===== src/rtl/riptide_cfg_loader.sv =====
// RipTide fabric configuration loader: fetches the config image from SRAM and streams it onto the fabric config bus.
// Optional trailing XOR checksum verification is enabled by defining RIPTIDE_CFG_CHECKSUM_EN.
module riptide_cfg_loader #(
  parameter int ROWS         = 6,
  parameter int COLS         = 6,
  parameter int DATA_WIDTH   = 32,
  parameter int ADDR_WIDTH   = 32,
  parameter int WORDS_PER_PE = 4,
  localparam int NUM_PE      = ROWS * COLS,
  localparam int TOTAL       = NUM_PE * WORDS_PER_PE,
  localparam int PE_W        = (NUM_PE > 1) ? $clog2(NUM_PE) : 1,
  localparam int WORD_W      = (WORDS_PER_PE > 1) ? $clog2(WORDS_PER_PE) : 1,
  localparam int CNT_W       = $clog2(TOTAL + 1)
) (
  input  logic                  clk,
  input  logic                  reset,
  input  logic                  start_i,
  input  logic [ADDR_WIDTH-1:0] base_addr_i,
  output logic                  mem_req_valid,
  input  logic                  mem_req_ready,
  output logic [ADDR_WIDTH-1:0] mem_req_addr,
  input  logic                  mem_rsp_valid,
  input  logic [DATA_WIDTH-1:0] mem_rsp_data,
  output logic                  cfg_valid,
  input  logic                  cfg_ready,
  output logic [PE_W-1:0]       cfg_pe_idx,
  output logic [WORD_W-1:0]     cfg_word_idx,
  output logic [DATA_WIDTH-1:0] cfg_data,
  output logic                  fabric_cfg_en,
  output logic                  busy_o,
  output logic                  done_o,
  output logic                  cfg_err_o
);

  typedef enum logic [2:0] {
    S_IDLE  = 3'd0,
    S_REQ   = 3'd1,
    S_WAIT  = 3'd2,
    S_WRITE = 3'd3,
    S_CHECK = 3'd4,
    S_DONE  = 3'd5
  } state_t;

  state_t           state_r;
  logic [CNT_W-1:0] word_cnt_r;

`ifdef RIPTIDE_CFG_CHECKSUM_EN
  logic                  chk_phase_r;
  logic [DATA_WIDTH-1:0] xor_acc_r;
  logic [DATA_WIDTH-1:0] chk_word_r;

  function automatic logic [DATA_WIDTH-1:0] checksum_step(input logic [DATA_WIDTH-1:0] acc,
                                                          input logic [DATA_WIDTH-1:0] word);
    return acc ^ word;
  endfunction
`endif

  // Load sequencer; mem_req_addr doubles as the running read address register.
  always_ff @(posedge clk or posedge reset) begin
    if (reset) begin
      state_r       <= S_IDLE;
      word_cnt_r    <= '0;
      mem_req_valid <= 1'b0;
      mem_req_addr  <= '0;
      cfg_valid     <= 1'b0;
      cfg_pe_idx    <= '0;
      cfg_word_idx  <= '0;
      cfg_data      <= '0;
      fabric_cfg_en <= 1'b0;
      busy_o        <= 1'b0;
      done_o        <= 1'b0;
      cfg_err_o     <= 1'b0;
`ifdef RIPTIDE_CFG_CHECKSUM_EN
      chk_phase_r   <= 1'b0;
      xor_acc_r     <= '0;
      chk_word_r    <= '0;
`endif
    end else begin
      done_o <= 1'b0;
      case (state_r)
        S_IDLE: begin
          if (start_i) begin
            mem_req_addr  <= base_addr_i;
            word_cnt_r    <= '0;
            cfg_pe_idx    <= '0;
            cfg_word_idx  <= '0;
            cfg_err_o     <= 1'b0;
            mem_req_valid <= 1'b1;
            busy_o        <= 1'b1;
            fabric_cfg_en <= 1'b1;
            state_r       <= S_REQ;
`ifdef RIPTIDE_CFG_CHECKSUM_EN
            chk_phase_r   <= 1'b0;
            xor_acc_r     <= '0;
`endif
          end
        end
        S_REQ: begin
          if (mem_req_ready) begin
            mem_req_valid <= 1'b0;
            state_r       <= S_WAIT;
          end
        end
        S_WAIT: begin
          if (mem_rsp_valid) begin
`ifdef RIPTIDE_CFG_CHECKSUM_EN
            if (chk_phase_r) begin
              chk_word_r <= mem_rsp_data;
              state_r    <= S_CHECK;
            end else begin
              cfg_data  <= mem_rsp_data;
              cfg_valid <= 1'b1;
              state_r   <= S_WRITE;
            end
`else
            cfg_data  <= mem_rsp_data;
            cfg_valid <= 1'b1;
            state_r   <= S_WRITE;
`endif
          end
        end
        S_WRITE: begin
          if (cfg_ready) begin
            cfg_valid <= 1'b0;
`ifdef RIPTIDE_CFG_CHECKSUM_EN
            xor_acc_r <= checksum_step(xor_acc_r, cfg_data);
`endif
            if (word_cnt_r == CNT_W'(TOTAL - 1)) begin
`ifdef RIPTIDE_CFG_CHECKSUM_EN
              // Checksum word sits directly after the image.
              chk_phase_r   <= 1'b1;
              mem_req_addr  <= mem_req_addr + ADDR_WIDTH'(4);
              mem_req_valid <= 1'b1;
              state_r       <= S_REQ;
`else
              done_o        <= 1'b1;
              fabric_cfg_en <= 1'b0;
              state_r       <= S_DONE;
`endif
            end else begin
              word_cnt_r    <= word_cnt_r + CNT_W'(1);
              mem_req_addr  <= mem_req_addr + ADDR_WIDTH'(4);
              mem_req_valid <= 1'b1;
              state_r       <= S_REQ;
              if (cfg_word_idx == WORD_W'(WORDS_PER_PE - 1)) begin
                cfg_word_idx <= '0;
                cfg_pe_idx   <= cfg_pe_idx + PE_W'(1);
              end else begin
                cfg_word_idx <= cfg_word_idx + WORD_W'(1);
              end
            end
          end
        end
`ifdef RIPTIDE_CFG_CHECKSUM_EN
        S_CHECK: begin
          cfg_err_o     <= (chk_word_r != xor_acc_r);
          done_o        <= 1'b1;
          fabric_cfg_en <= 1'b0;
          state_r       <= S_DONE;
        end
`endif
        S_DONE: begin
          busy_o  <= 1'b0;
          state_r <= S_IDLE;
        end
        default: begin
          mem_req_valid <= 1'b0;
          cfg_valid     <= 1'b0;
          fabric_cfg_en <= 1'b0;
          busy_o        <= 1'b0;
          state_r       <= S_IDLE;
        end
      endcase
    end
  end

endmodule

===== config.mk =====
export PLATFORM = sky130hd
export DESIGN_NAME = riptide_cfg_loader
export DESIGN_NICKNAME = d
export VERILOG_FILES = /design/src/rtl/riptide_cfg_loader.sv
export SDC_FILE = /design/constraint.sdc
export NUM_CORES = 1
export LEC_CHECK = 0
export BUFFER_PORTS_ARGS = -buffer_cell sky130_fd_sc_hd__clkbuf_2
export CAP_MARGIN = 10
export CORE_MARGIN = 2
export CORE_UTILIZATION = 48
export CTS_CLUSTER_SIZE = 25
export DETAILED_ROUTE_END_ITERATION = 8
export PLACE_DENSITY = 0.76
export SLEW_MARGIN = 20
export SYNTH_ARGS = -nofsm -noshare
export SYNTH_HDL_FRONTEND = slang
export SYNTH_SLANG_ARGS = --single-unit

===== constraint.sdc =====
create_clock -name clk -period 3 [get_ports clk]
set_input_delay 0.3 -clock clk [delete_from_list [all_inputs] [get_ports clk]]
set_output_delay 0.3 -clock clk [all_outputs]
set_load 0.005 [all_outputs]

Yosys cells after proc, flatten, opt, wreduce, memory -nomap -nowiden
Cells that the tools add are included.
{"block": "word_totals", "regBits": 88, "latchBits": 0, "ram_bits": 0, "romBits": 0, "input_bits": 70, "output_inout_bits": 78, "elab_cells": 85, "mem_count": 0}
{"block": "op_classes", "n_addsub": 4, "mul": 0, "div": 0, "magnitude_cmp": 0, "n_eq_ne": 13, "shift": 0, "mux": 39, "bitwise_logic": 4, "n_reduce_logical": 14}
{"cell": "32-bit two-way mux", "count": 3}
{"cell": "32-bit one-hot mux with 2 select lines", "count": 1}
{"cell": "32-bit by 3-bit adder with 32-bit output (second input constant)", "count": 1}
{"cell": "6-bit two-way mux", "count": 4}
{"cell": "8-bit two-way mux", "count": 3}
{"cell": "8-bit one-hot mux with 2 select lines", "count": 1}
{"cell": "3-bit two-way mux", "count": 5}
{"cell": "2-bit != test (second input constant)", "count": 7}
{"cell": "3-bit one-hot mux with 4 select lines", "count": 1}
{"cell": "6-bit one-hot mux with 2 select lines", "count": 1}
{"cell": "4-bit AND reduction", "count": 3}
{"cell": "1-bit two-way mux", "count": 11}
{"cell": "5-bit AND reduction", "count": 2}
{"cell": "3-bit OR reduction", "count": 3}
{"cell": "8-bit by 1-bit adder with 8-bit output (second input constant)", "count": 1}
{"cell": "8-bit equality test (second input constant)", "count": 1}
{"cell": "2-bit two-way mux", "count": 4}
{"cell": "6-bit by 1-bit adder with 6-bit output (second input constant)", "count": 1}
{"cell": "3-bit by 2-bit equality test with 1-bit output (second input constant)", "count": 2}
{"cell": "1-bit one-hot mux with 3 select lines", "count": 2}
{"cell": "1-bit inverter", "count": 4}
{"cell": "1-bit one-hot mux with 4 select lines", "count": 1}
{"cell": "2-bit one-hot mux with 2 select lines", "count": 1}
{"cell": "2-bit AND reduction", "count": 2}
{"cell": "9 further kinds", "count": 9}

Longest topological paths before layout
Gate-level depths: netlist (run 1).
{"block": "depth", "ltp_word": 5, "ltp_mapped": 8}

Worst setup path before layout (run 1)
No wires, ideal clock.
{"block": "synth_timing", "path_kind": "register to register", "startpoint": "reg mem_req_addr[2]", "endpoint": "reg mem_req_addr[28]", "setup_time_ps": 121, "t_arrival_ps": 1847, "setup_slack_ps": 1032, "path_stages_with_launch": 7, "path_buffers": 0, "cell_sequence": "dfrtp_1 ha_1 nand4_2 nor4_4 and3_1 a41oi_1 o22a_1"}
{"block": "synth_between", "elab_chain_len": 4}
{"element": "from (decl)", "line_no": "21", "text": "output logic [ADDR_WIDTH-1:0] mem_req_addr,"}
{"element": "from (signal assigned)", "line_no": "83", "text": "mem_req_addr <= base_addr_i;"}
{"element": "from (signal assigned)", "line_no": "142", "text": "mem_req_addr <= mem_req_addr + ADDR_WIDTH'(4);"}
{"element": "32-bit by 3-bit adder with 32-bit output", "line_no": "142"}
{"element": "32-bit two-way mux", "line_no": "128", "text": "if (word_cnt_r == CNT_W'(TOTAL - 1)) begin"}
{"element": "32-bit two-way mux", "line_no": "123", "text": "if (cfg_ready) begin"}
{"element": "32-bit one-hot mux with 2 select lines", "line_no": "80", "text": "case (state_r)"}
No other way between the ends. The select of a mux whose other input is x is not followed.
A chain may end at the register's enable or synchronous reset.

Worst setup path after layout (run 1)
{"block": "layout_timing", "startpoint": "reg state_r[1]", "endpoint": "reg mem_req_addr[26]"}
{"block": "layout_between", "elab_chain_len": 3, "elab_cells_between_ends": 8, "cone_classes": "eq/ne: 4; mux: 1; reduce/logical: 3"}
{"element": "from (decl)", "line_no": "44", "text": "state_t state_r;"}
{"element": "from (signal assigned)", "line_no": "61", "text": "state_r <= S_IDLE;"}
{"element": "from (signal assigned)", "line_no": "91", "text": "state_r <= S_REQ;"}
{"element": "from (signal assigned)", "line_no": "101", "text": "state_r <= S_WAIT;"}
{"element": "3-bit by 2-bit equality test with 1-bit output or 3-bit logical NOT (tied branches)", "line_no": "80"}
{"element": "2-bit != test (no line) or 2-bit nonzero test (tied branches)"}
{"element": "4-bit AND reduction (no line)"}
Parallel ways exist; a longest one is shown, timed or not.

==> tab_implementation.tex, run 1 <==
\begin{tabular}{lr}
\hline
Metric & Value \\
\hline
\multicolumn{2}{l}{\textbf{Global routing}} \\
\quad GRT Resource Usage Total & 0.228 \\
\quad Global-route wire length before repair & 18,500 um \\
\quad Global route total overflow & 0 \\
\quad Number of antenna violations at the first check in global routing & 0 \\
\quad Via count of the first global-routing pass & 3,900 \\
\quad Maximum number of pins on one net before global-route repair & 47 \\
\multicolumn{2}{l}{\textbf{Power}} \\
\quad Overall Power & 5.25 mW \\
\quad Power Density & between 900 and 1000 nW/um\^{}2 \\
\quad Part of the power in the clock network & 0.162 \\
\quad Share of power burned in registers & 0.419 \\
\quad Net switching power figure & 2.16 mW \\
\quad Leak & 2.57 nW \\
\quad Switching Fraction & 0.411 \\
\quad Int Power & 3.09 mW \\
\quad Worst supply voltage drop on vdd & 0.353 mV \\
\quad Combinational power share & 0.419 \\
\multicolumn{2}{l}{\textbf{STA}} \\
\quad Worst setup slack after layout & 0.707 ns \\
\quad Tmin final & 2.29 ns \\
\quad Final-report setup violation count & 0 \\
\quad Headroom to the max-slew limit & 0.458 \\
\quad Max Slew Vio Count & 0 \\
\quad Clock tree skew after final layout & 0.00945 ns \\
\quad Final Hold Fails & 0 \\
\quad Part of the cycle the worst path needs & 0.764 \\
\quad Worst hold slack & 0.0251 ns \\
\quad Setup TNS after final layout & 0 ns \\
\quad Slew of the pin with the lowest slew margin & roughly 0.81 ns \\
\quad Unrepaired setup endpoints after global routing & false \\
\quad Maximum operating frequency & 0.436 GHz \\
\multicolumn{2}{l}{\textbf{Yosys}} \\
\quad Sequential area share after synthesis & 0.491 \\
\quad Synthesis-stage register bit count & 88 \\
\quad Share of the synthesized area in the top cell type & 0.491 \\
\quad Synth Area in Compound Gates & 0.159 \\
\quad Post-Synthesis Cells & 455 \\
\quad Post-synth top cells & dfrtp\_1, nand2\_1, a21oi\_1 \\
\quad Post-synthesis net count & roughly 530 \\
\quad Simple-gate portion of the synthesized area & 0.212 \\
\quad Multiplexer share of the synthesized area & 0.0875 \\
\quad Largest family of logic cells by synthesized area & simple AND/OR/NAND/NOR gates \\
\quad Main area contributors after synthesis & dfrtp\_1, mux2\_2, nand2\_1 \\
\quad Top flip-flop cell by instance count after synthesis & dfrtp\_1 \\
\quad Dominant cell type by area after synthesis & dfrtp\_1 \\
\quad Adder and majority gate portion of the synthesized area & 0.0111 \\
\quad Count of warnings emitted by yosys & 0 \\
\quad Share of async-settable or async-resettable flops after synthesis & 1.00 \\
\quad Most instantiated library cell after synthesis & dfrtp\_1 \\
\quad Post-synthesis cell area & between 4000 and 5000 um\^{}2 \\
\quad EDFF count, synth & 0 \\
\quad Per-instance average area after synthesis & roughly 9.9 um\^{}2 \\
\quad Synth Area in XOR/XNOR & 0.00780 \\
\quad Number of unique standard cell types used by synthesis & slightly above 60 \\
\multicolumn{2}{l}{\textbf{Clock network}} \\
\quad CTS H-tree depth & 3 \\
\quad Post-CTS Hold Fix Bufs & 0 \\
\quad Clock Tree Buf Depth & 2 \\
\quad Number of clock buffers inserted by TritonCTS & 9 \\
\quad CTS sink cnt & slightly below 90 \\
\quad CTS tree & done \\
\quad Insertion delay of the later-clocked pin in the worst-skew pair & approximately 0.36 ns \\
\quad Number of buffers inserted by post-CTS setup repair & 0 \\
\quad Root Buffer & clkbuf\_8 \\
\quad CTS clk-pin slew, worst paths & 0.09 ns \\
\quad PostCTS Resize Cnt & 0 \\
\multicolumn{2}{l}{\textbf{Die}} \\
\quad Height of the chip & 101 um \\
\quad Placement row count & 35 \\
\quad Initial standard-cell utilization of the core & 0.490 \\
\quad Area of the core & 9150 um\^{}2 \\
\quad Die footprint & about 10,000 um\^{}2 \\
\quad Chip Width & 101 um \\
\quad IO Count & 148 \\
\multicolumn{2}{l}{\textbf{Critical path}} \\
\quad Critical setup path kind & reg -> reg \\
\quad Cell type of the slowest stage on the worst timing path & nand2\_2 \\
\quad Crit start category & register \\
\quad Worst Setup End Kind & register \\
\quad Critical Path RT & 3.28 ns \\
\quad Max FO, Critical Path & 28 \\
\quad Peak per-stage delay on the critical path & 0.60 ns \\
\quad Cell Chain, Critical Path & nor2b\_1 -> nand2\_1 -> nand2\_2 -> o22ai\_1 -> nor3\_1 \\
\quad CP Data Arrival Time & 2.57 ns \\
\multicolumn{2}{l}{\textbf{Placement}} \\
\quad Port-buffer cells & 146 \\
\quad Standard cell area after detailed placement & around 5300 um\^{}2 \\
\quad Final weighted congestion of routability-driven global placement & 0.940 \\
\quad Post-placement worst setup slack & 0.740 ns \\
\quad Count of placed standard cells including taps & 694 \\
\quad DPL Wire Length & 8310 um \\
\multicolumn{2}{l}{\textbf{Cells and area}} \\
\quad Final antenna diode count & 0 \\
\quad Number of nets in the layout & 668 \\
\quad Post-Layout Cell Count & 710 \\
\quad Post-route standard cell area excluding fillers & 5530 um\^{}2 \\
\quad Utilization after layout & 0.604 \\
\quad Ratio of cells with drive above 1 in the final layout & 0.377 \\
\quad Area Growth Syn to Fin & 23.1\% \\
\multicolumn{2}{l}{\textbf{Flow run}} \\
\quad Maximum capacitance violations & 0 \\
\multicolumn{2}{l}{\textbf{Worst hold path}} \\
\quad Kind of path behind the tightest hold check & in -> async \\
\multicolumn{2}{l}{\textbf{Outcome}} \\
\quad Run status & complete, no violations \\
\multicolumn{2}{l}{\textbf{Detailed routing}} \\
\quad Detailed Route Iter0 Violations & between 200 and 250 \\
\quad DRT antenna net count & 0 \\
\quad Via total after detailed routing & approximately 4k \\
\quad Post-detailed-route DRC marker count & 0 \\
\quad Final routed wire length divided by cell count & 16.2 um \\
\quad Vias/cell & 5.76 \\
\quad Sum of routed wire length over all layers & 11,500 um \\
\quad Pre-antenna DRT Iters & 4 \\
\hline
\end{tabular}
critical path, delay by kind of cell (launching register included):
family          cells  cell delay, ns
compound gates      1            0.20
flops               1            0.51
simple gates        4            1.51
cell type report:
type | instances | area (um^2)
tap | 111 | 139
sequential | 88 | 2200
inverter | 6 | 23.8
timing repair buffer | 155 | 798
multi-input combinational | 334 | 2160
clock buffer | 10 | 128
clock inverter | 6 | 75.1
fill | 803 | 3630
logic make-up (layout without fill, tap and decap cells):
logic type	count (synthesis)	after routing
AND/OR/NAND/NOR	176	176
adder cells (fa/ha/maj)	4	4
buffers and inverters	33	177
AO/OA/AOI/OAI	114	114
multiplexers	35	35
other	1	1
XOR/XNOR	4	4
flip-flops	88	88
power by group through the flow:
| stage | Clock [mW] | Sequential, mW | Combinational [mW] |
|---|---|---|---|
| 2_1_floorplan | 0 | 2.11 | 1.40 |
| 3_3_place_gp | 0 | 2.17 | 2.15 |
| 3_5_place_dp | 0 | 2.21 | 2.21 |
| 4_1_cts | 0.870 | 2.19 | 2.22 |
| 5_1_grt | 0.918 | 2.28 | 2.45 |
| 6_report | 0.848 | 2.20 | 2.20 |
cell usage in the layout (no fill, tap or decap), types with 2 or more instances in the layout:
master / count
a211oi_1: 3
a21o_1: 2
a21oi_1: 36
a2bb2oi_1: 4
a31oi_1: 9
and3_1: 9
and4_1: 2
buf_4: 9
clkbuf_2: 146
clkbuf_8: 9
dfrtp_1: 88
ha_1: 4
inv_1: 5
inv_6: 2
mux2_2: 33
nand2_1: 49
nand3_1: 30
nand4_1: 10
nand4_2: 3
nor2_1: 34
nor2b_1: 3
nor3_1: 8
nor3_2: 4
nor3b_1: 2
nor4_1: 2
nor4_4: 2
o21ai_0: 29
o22a_1: 4
o22ai_1: 10
o31ai_1: 4
or2_2: 2
or3_1: 4
xnor2_1: 2
xor2_1: 2
path summary, 6_finish.rpt:
check	startpoint	end	slack (ns)	depth (start not counted)
max in group asynchronous	reset	cfg_data[26]$_DFFE_PP0P_	2.16	3
min in group clk	base_addr_i[1]	mem_req_addr[1]$_DFFE_PP0P_	0.14	3
worst max register to register	state_r[1]$_DFFE_PP0P_	mem_req_addr[26]$_DFFE_PP0P_	0.71	5
worst min register to register	mem_req_addr[0]$_DFFE_PP0P_	mem_req_addr[0]$_DFFE_PP0P_	0.48	2
worst max-delay path	state_r[1]$_DFFE_PP0P_	mem_req_addr[26]$_DFFE_PP0P_	0.71	5
worst min-delay path	reset	cfg_data[2]$_DFFE_PP0P_	0.03	2
metal layers:
layer / wire [um] / part of all wire / GRT usage
met4: 179 / 0.016 / 0.0811
met5: 0 / 0 / 0
met1: 4870 / 0.42 / 0.301
met2: 5900 / 0.51 / 0.383
met3: 537 / 0.047 / 0.0340
sequential cells by signal (all words and copies together) (netlist names):
register and cells:
cfg_word_idx 2, cfg_valid 1, mem_req_valid 1, busy_o 1
word_cnt_r 8, cfg_pe_idx 6, cfg_data 32, mem_req_addr 32
done_o 1, state_r 3, fabric_cfg_en 1
Note: power is estimated with default switching activity, not from simulation.
==> run 2: changes to the inputs <==
==> constraint.sdc (replaced) <==
create_clock -name clk -period 2.4 [get_ports clk]
set_input_delay 0.24 -clock clk [delete_from_list [all_inputs] [get_ports clk]]
set_output_delay 0.24 -clock clk [all_outputs]
set_load 0.005 [all_outputs]
==> run 2 against run 1 <==
  * Clock-buffer cell count stayed put
  * Sequential cell count unchanged
  * Non-clock buffer count grew 12
  * Design area increased by 1.7%
  * Highest routed layer unchanged
  * Register-to-register slack got worse by 0.49 ns
==> tab_implementation.tex, run 2 (synthesis gave the netlist of run 1 again) <==
\begin{tabular}{lr}
\hline
Metric & Value \\
\hline
\multicolumn{2}{l}{\textbf{Outcome}} \\
\quad Run status & complete, no violations \\
\multicolumn{2}{l}{\textbf{Power}} \\
\quad Overall Power & about 6.6 mW \\
\quad Power Density & approximately 1200 nW/um\^{}2 \\
\quad Worst supply voltage drop on vdd & 0.440 mV \\
\quad Leak & 2.62 nW \\
\multicolumn{2}{l}{\textbf{Global routing}} \\
\quad GRT Resource Usage Total & 0.232 \\
\quad Number of antenna violations at the first check in global routing & 0 \\
\quad Maximum number of pins on one net before global-route repair & 61 \\
\quad Global-route wire length before repair & 18,900 um \\
\quad Global route total overflow & 0 \\
\quad Via count of the first global-routing pass & slightly below 4k \\
\multicolumn{2}{l}{\textbf{Cells and area}} \\
\quad Area used by sequential logic in the layout & 2200 um\^{}2 \\
\quad Most frequent cells in the layout & clkbuf\_2, dfrtp\_1, nand2\_1 \\
\quad Area Growth Syn to Fin & 25.2\% \\
\quad Registers with the most flip-flops & cfg\_data (32), mem\_req\_addr (32), word\_cnt\_r (8) \\
\quad Post-Layout Cell Count & 722 \\
\quad Post-route standard cell area excluding fillers & 5620 um\^{}2 \\
\quad Most common cell after layout, fill and taps aside & clkbuf\_2 \\
\quad Final antenna diode count & 0 \\
\quad Area of the multi-input gates & 2160 um\^{}2 \\
\quad Number of filler cells placed in the layout & 815 \\
\quad Number of nets in the layout & 680 \\
\quad Ratio of cells with drive above 1 in the final layout & 0.390 \\
\quad Utilization after layout & 0.614 \\
\multicolumn{2}{l}{\textbf{Placement}} \\
\quad Final weighted congestion of routability-driven global placement & 0.852 \\
\quad DPL Wire Length & 8460 um \\
\quad Count of placed standard cells including taps & about 700 \\
\quad Standard cell area after detailed placement & 5420 um\^{}2 \\
\quad Port-buffer cells & around 150 \\
\multicolumn{2}{l}{\textbf{STA}} \\
\quad Tmin final & roughly 2.2 ns \\
\quad Final-report setup violation count & 0 \\
\quad Slew of the pin with the lowest slew margin & 0.630 ns \\
\quad Headroom to the max-slew limit & 0.579 \\
\quad Clock tree skew after final layout & 0.00979 ns \\
\quad Unrepaired setup endpoints after global routing & false \\
\quad Part of the cycle the worst path needs & 0.908 \\
\quad Maximum operating frequency & 0.459 GHz \\
\quad Setup TNS after final layout & 0 ns \\
\quad Max Slew Vio Count & 0 \\
\quad Final Hold Fails & 0 \\
\multicolumn{2}{l}{\textbf{Detailed routing}} \\
\quad Detailed Route Iter0 Violations & $\sim$180 \\
\quad Via total after detailed routing & $\sim$4.1k \\
\quad DRT antenna net count & 0 \\
\quad Vias/cell & 5.67 \\
\quad Final routed wire length divided by cell count & 16.3 um \\
\quad Pre-antenna DRT Iters & 5 \\
\quad Post-detailed-route DRC marker count & 0 \\
\quad Sum of routed wire length over all layers & 11,800 um \\
\multicolumn{2}{l}{\textbf{Die}} \\
\quad Area of the core & 9150 um\^{}2 \\
\quad Initial standard-cell utilization of the core & 0.490 \\
\quad Die footprint & just over 10,000 um\^{}2 \\
\quad Chip Width & 101 um \\
\quad IO Count & 148 \\
\quad Placement row count & 35 \\
\quad Height of the chip & roughly 100 um \\
\multicolumn{2}{l}{\textbf{Worst hold path}} \\
\quad Worst hold start & base\_addr\_i[1] \\
\quad Worst Hold Path Cells & 3 \\
\quad Kind of path behind the tightest hold check & in -> reg \\
\quad Endpoint, Worst Hold & mem\_req\_addr[1]\$\_DFFE\_PP0P\_ \\
\multicolumn{2}{l}{\textbf{Flow run}} \\
\quad Maximum capacitance violations & 0 \\
\multicolumn{2}{l}{\textbf{Critical path}} \\
\quad Register-to-register setup slack & around 0.22 ns \\
\quad Worst Setup End Kind & register \\
\quad Critical setup path kind & reg -> reg \\
\quad Critical register-to-register path startpoint & mem\_req\_addr[3]\$\_DFFE\_PP0P\_ \\
\quad Critical Path RT & 2.65 ns \\
\quad CP Data Arrival Time & 2.42 ns \\
\quad Crit start category & register \\
\quad Logic depth of the worst register-to-register path & 6 \\
\quad End of the worst register-to-register path & mem\_req\_addr[22]\$\_DFFE\_PP0P\_ \\
\quad Max FO, Critical Path & 6 \\
\multicolumn{2}{l}{\textbf{Clock network}} \\
\quad Root Buffer & clkbuf\_8 \\
\quad Insertion delay of the later-clocked pin in the worst-skew pair & roughly 0.36 ns \\
\quad CTS tree & done \\
\quad Number of clock buffers inserted by TritonCTS & 9 \\
\quad CTS sink cnt & 88 \\
\quad Clock Tree Buf Depth & 2 \\
\quad CTS H-tree depth & 3 \\
\quad CTS clk-pin slew, worst paths & 0.09 ns \\
\quad Number of buffers inserted by post-CTS setup repair & 0 \\
\hline
\end{tabular}
[run 2: through the flow]
stage          worst slack, ns  hold slack, ns
4_1_cts                  0.228          0.0656
3_5_place_dp             0.244           0.345
2_1_floorplan            0.432           0.334
6_report                 0.222          0.0741
5_1_grt                 0.0107          0.0687
3_3_place_gp             0.324           0.326
[run 2: critical path: stages, from the launching register on]
cell	delay (ns)
dfrtp_1	0.45
ha_1	0.26
nand4_2	0.24
or3_1	0.45
nor3_1	0.34
a31oi_1	0.14
o22a_1	0.19
[run 2: timing repair]
action,CTS,global route
resized for setup,0,0
endpoints found under the hold margin,28,0
hold buffers,1,0
[run 2: worst max path at each step]
stage,startpoint,end,slack (ns),cells after the start
final,mem_req_addr[3]$_DFFE_PP0P_,mem_req_addr[22]$_DFFE_PP0P_,0.22,6
after detailed placement,mem_req_addr[3]$_DFFE_PP0P_,mem_req_addr[28]$_DFFE_PP0P_,0.24,6
after global placement,word_cnt_r[5]$_DFFE_PP0P_,mem_req_addr[19]$_DFFE_PP0P_,0.32,5
after global routing,mem_req_addr[3]$_DFFE_PP0P_,mem_req_addr[20]$_DFFE_PP0P_,0.01,6
after floorplan,mem_req_addr[2]$_DFFE_PP0P_,mem_req_addr[28]$_DFFE_PP0P_,0.43,6
after CTS,mem_req_addr[3]$_DFFE_PP0P_,mem_req_addr[28]$_DFFE_PP0P_,0.23,6
[run 2: per-layer routing]
layer	vias up	wire, um	global-route usage	part of all wire
li1	1962	-	-	-
met1	1953	5030	0.325	0.43
met2	155	5800	0.371	0.49
met3	21	713	0.0284	0.061
met4	0	242	0.0864	0.021
met5	-	0	0	0
[run 2: layout make-up]
type,count,area share
tap,111,0.0247
multi-input combinational,334,0.384
clock inverter,6,0.00935
clock buffer,10,0.0245
timing repair buffer,167,0.161
sequential,88,0.392
inverter,6,0.00467
[run 2: power by group]
part	internal, mW	switching, mW	leakage (nW)	total [mW]
combinational	1.36	1.54	1.47	2.90
clock	0.419	0.579	0.0910	0.999
sequential	2.09	0.631	1.06	2.72
total	3.87	2.75	2.62	6.62
